**config.mk**
```make
export PLATFORM = sky130hd
export DESIGN_NAME = flopr_pipe
export DESIGN_NICKNAME = d
export VERILOG_FILES = /design/src/rtl/flopr_pkg.sv /design/src/rtl/flopr_pipe_stage.sv /design/src/rtl/flopr_pipe.sv
export SDC_FILE = /design/constraint.sdc
export NUM_CORES = 1
export LEC_CHECK = 0
export CAP_MARGIN = 5
export CELL_PAD_IN_SITES_DETAIL_PLACEMENT = 0
export CELL_PAD_IN_SITES_GLOBAL_PLACEMENT = 1
export CORE_MARGIN = 2
export CORE_UTILIZATION = 55
export CTS_CLUSTER_DIAMETER = 150
export DETAILED_ROUTE_END_ITERATION = 8
export DONT_BUFFER_PORTS = 1
export PLACE_DENSITY = 0.93
export SLEW_MARGIN = 20
export SYNTH_ARGS = -nofsm -noshare
export SYNTH_HDL_FRONTEND = slang
export SYNTH_SLANG_ARGS = --single-unit
```
**constraint.sdc**
```tcl
create_clock -name clk -period 3.21 [get_ports clk]
set_input_delay 0.4815 -clock clk [delete_from_list [all_inputs] [get_ports clk]]
set_output_delay 0.4815 -clock clk [all_outputs]
set_load 0.01 [all_outputs]
```
**src/rtl/flopr_pkg.sv**
```systemverilog
// flopr_pkg: shared defaults and occupancy-width helper for flopr_pipe
package flopr_pkg;
  localparam int N_DEF = 32;
  localparam int DEPTH_DEF = 2;
  function automatic int occ_w(input int depth);
    return $clog2(depth + 1);
  endfunction
endpackage

```
**src/rtl/flopr_pipe_stage.sv**
```systemverilog
// flopr_pipe_stage: one valid bit plus data register with ready chaining
module flopr_pipe_stage #(
  parameter int N = 32
) (
  input  logic         clk,
  input  logic         rst,
  input  logic         flush,
  input  logic         v_in,
  input  logic [N-1:0] d_in,
  input  logic         rdy_nxt,
  output logic         rdy,
  output logic         v_q,
  output logic [N-1:0] r_q
);
  logic         v_d;
  logic [N-1:0] r_d;
  always_comb begin
    rdy = !v_q || rdy_nxt;
    v_d = flush ? 1'b0 : (rdy ? v_in : v_q);
    r_d = (!flush && rdy && v_in) ? d_in : r_q;
  end
  always_ff @(posedge clk or negedge rst) begin
    if (!rst) begin
      v_q <= 1'b0;
      r_q <= '0;
    end else begin
      v_q <= v_d;
      r_q <= r_d;
    end
  end
endmodule

```
**src/rtl/flopr_pipe.sv**
```systemverilog
// flopr_pipe: DEPTH-stage valid/ready register pipeline with flush;
// define FLOPR_PIPE_OCC_EN to add the registered occupancy output occ.
module flopr_pipe
  import flopr_pkg::*;
#(
  parameter int N     = N_DEF,
  parameter int DEPTH = DEPTH_DEF
) (
  input  logic                      clk,
  input  logic                      rst,
  input  logic                      flush,
  input  logic                      in_valid,
  output logic                      in_ready,
  input  logic [N-1:0]              d,
  output logic                      out_valid,
  input  logic                      out_ready,
`ifdef FLOPR_PIPE_OCC_EN
  output logic [occ_w(DEPTH)-1:0]   occ,
`endif
  output logic [N-1:0]              q
);
  logic [DEPTH:0]        v;
  logic [DEPTH:0][N-1:0] r;
  assign v[0] = in_valid;
  assign r[0] = d;
  // ready lives per generate scope so the backward chain is not one self-dependent vector
  for (genvar g = 0; g < DEPTH; g++) begin : g_stg
    logic rdy;
    logic rdy_nxt;
    if (g == DEPTH - 1) begin : g_last
      assign rdy_nxt = out_ready;
    end else begin : g_mid
      assign rdy_nxt = g_stg[g+1].rdy;
    end
    flopr_pipe_stage #(.N(N)) u_stage (
      .clk(clk), .rst(rst), .flush(flush),
      .v_in(v[g]), .d_in(r[g]), .rdy_nxt(rdy_nxt),
      .rdy(rdy), .v_q(v[g+1]), .r_q(r[g+1])
    );
  end
  assign in_ready  = g_stg[0].rdy && !flush;
  assign out_valid = v[DEPTH] && !flush;
  assign q         = r[DEPTH];
`ifdef FLOPR_PIPE_OCC_EN
  localparam int OW = occ_w(DEPTH);
  logic [OW-1:0] occ_q, occ_d;
  always_comb begin
    occ_d = flush ? '0 : occ_q + OW'(in_valid && in_ready) - OW'(out_valid && out_ready);
  end
  always_ff @(posedge clk or negedge rst) begin
    if (!rst) occ_q <= '0;
    else occ_q <= occ_d;
  end
  assign occ = occ_q;
`endif
endmodule
```
==> out/summary.txt <==
Hold Slack - 0.0274 ns
Final Hold Fails - 0
Sequential fraction of the synthesis area - 0.628
Largest area contributor in the netlist - dfrtp_1
Placed cell count - 195
DRC - 0
Post-synth top cells - dfrtp_1 (66), mux2_2 (34), mux2_4 (30)
Largest family of logic cells by synthesized area - multiplexers
Asr flop ratio synth - 1.00
Post-Synth XOR/XNOR Area - 0
Buffers added on ports - 0
Layout cell share with drive strength beyond 1 - 0.506
N_diodes - 0
Arrival time worst endpoint - 2.06 ns
Final Critical Period - 1.85 ns
Synth top area cells - dfrtp_1 (63%), mux2_4 (17%), mux2_2 (15%), buf_12 (2.3%), buf_2 (0.57%)
Post-Synth Simple-Gate Area - 0.0186
Crit path max fanout - 20
Slew Limit Fails - 0
Peak supply drop - 0.000348 V
Area delta synth->final - 6.95%
CTS sink count - 66
Slew @ Worst Pin - 0.695 ns
EDFF count, synth - 0
Seq cells post-synth - 66
Footprint of the multi-input gates - 890 um2
Crit Path Class - flop to flop
Finished Layout Cells - 212
Syn_area_per_cell - 17.9 um2
Clock Tree Root - clkbuf_8
Leakage - 1.33 nW
Achievable Freq - 0.541 GHz
Clock Tree Buf Depth - 2
Row count - 25
Final ANT Viol Nets - 0
Fill cells - 365
Fin crit share - 0.576
Clock skew - 0.00994 ns
Initial Util - 0.564
Mux contribution to synthesized area - 0.317
Die X-Extent - 73.1 um
Drt wl/cell - 20.7 um
Die Area - 5350 um2
Final Net Count - 190
CP endpoint kind - flop
I/O pin count - 71
CTS H-Tree Depth - 3
Worst path max stage delay - 0.50 ns
Inserted Clock Buffers - 9
Core area - 4660 um2
Routed Wire Length - 4380 um
Sequential cell area - 1650 um2
Final setup violating endpoints - 0
Post-Synthesis Cells - 147
Total of warnings raised by yosys - 0
CTS tree - yes
Crit-path slowest cell - nand3b_1
Worst slack, placed - 0.982 ns
Postcts setup bufs - 0
Top-count cell post-synth - dfrtp_1
Post-synth design cell area - 2630 um2
Post-synthesis cell type count - 14
Hold Crit Class - input pin to asynchronous set/reset pin
Vias in the first global route - 1347
Total design power - 2.05 mW
Power Dens Cells - 730 nW/um2
Die Ht - 73.1 um
Worst-path cell chain - nand2b_1 > nand3b_1 > buf_4 > mux2_2
Initial antenna violation count - 0
CTS Hold Buffers Added - 1
Dpl hpwl - 2940 um
Clock Latency Late Sink - 0.33 ns
Largest net degree at the start of global routing - 67
Synth top area share - 0.628
RSZ-0062 raised after global routing - no
CP Launch Type - flop
Status - finished, final reports clean
Syn nets - 184
Worst Setup Slack, final - 1.36 ns
Tot GR Track Use - 0.178
Fin Setup TNS - 0 ns
Rel. slew slack - 0.537
Detailed-route via count - 1212
Ys flop type - dfrtp_1
Post-cts sizing count - 0
Iter 0 DRT Violations - 37
Pre-antenna DRT Iters - 4
Post-synthesis adder-cell area fraction - 0
Post-synthesis compound-gate area fraction - 0.00190
Max cap viols - 0
Grt total ovfl - 0
Critical Path RT - 3.42 ns
Vias per cell - 5.72
GPL Wtd Cong - 0.650
First-pass GRT wire length - 6850 um
Clock-pin slew on the worst setup and hold paths - 0.07 ns
[final timing paths]
path                       cells past startpoint  slack (ns)                                   end                                  from
max in group asynchronous                      1        2.93  g_stg[1].u_stage.r_q[13]$_DFFE_PN0P_                                   rst
max reg2reg                                    4        1.36   g_stg[1].u_stage.r_q[5]$_DFFE_PN0P_      g_stg[1].u_stage.v_q$_DFFE_PN0P_
min reg2reg                                    1        0.50  g_stg[1].u_stage.r_q[29]$_DFFE_PN0P_  g_stg[0].u_stage.r_q[29]$_DFFE_PN0P_
min                                            1        0.03   g_stg[0].u_stage.r_q[1]$_DFFE_PN0P_                                   rst
max                                            4        1.36   g_stg[1].u_stage.r_q[5]$_DFFE_PN0P_      g_stg[1].u_stage.v_q$_DFFE_PN0P_
min in group clk                               1        0.22      g_stg[1].u_stage.v_q$_DFFE_PN0P_                                 flush
[placed cells by master, fill, tap and decap left out]
cell type / n
nand2b_1: 1
buf_4: 1
dfrtp_1: 66
clkbuf_8: 10
nor2b_1: 1
inv_1: 1
or3b_4: 1
buf_16: 1
mux2_2: 34
and3b_1: 1
mux2_4: 30
clkbuf_1: 3
nor2_1: 3
a21oi_1: 1
clkinv_2: 3
nand3b_1: 1
[stage by stage]
| step | util | instance area [um2] |
|---|---|---|
| floorplan | - | 2630 |
| global placement | 0.562 | 2620 |
| detailed placement | 0.562 | 2620 |
| CTS | 0.603 | 2810 |
| global route | 0.603 | 2810 |
| finish | 0.603 | 2810 |
[power breakdown]
| group | leakage, nW | internal (mW) | switching (mW) |
|---|---|---|---|
| combinational | 0.461 | 0.187 | 0.0855 |
| sequential | 0.784 | 1.02 | 0.187 |
| clock | 0.0872 | 0.298 | 0.275 |
| total | 1.33 | 1.51 | 0.548 |
[flip-flops by register name, summed over array words and instances, names as in the netlist]
register,flops
g_stg.u_stage.v_q,2
g_stg.u_stage.r_q,64
[worst max-delay path: cells and delay by family (launching register included)]
kind	cells	cell delay [ns]
flops	1	0.37
mux	1	0.38
buf+inv	1	0.39
simple gates	2	0.59
[per-layer routing]
layer	share of wire	track usage	wire length [um]
met1	0.38	0.203	1650
met3	0.083	0.0635	365
met4	0.015	0.111	67
met5	0	0	0
met2	0.53	0.285	2300
[cell type report]
class / count / area share
repair buffers: 2 / 0.0125
well taps: 54 / 0.0240
multi-input cells: 73 / 0.316
flip-flops and latches: 66 / 0.587
clock inverters: 3 / 0.00534
clock buffers: 13 / 0.0530
inverters: 1 / 0.00134
[kinds of logic after synthesis]
logic type | Yosys count
flip-flops | 66
buffers and inverters | 8
AND/OR/NAND/NOR | 8
AO/OA/AOI/OAI | 1
multiplexers | 64
Note: power is estimated with default switching activity, not from simulation.
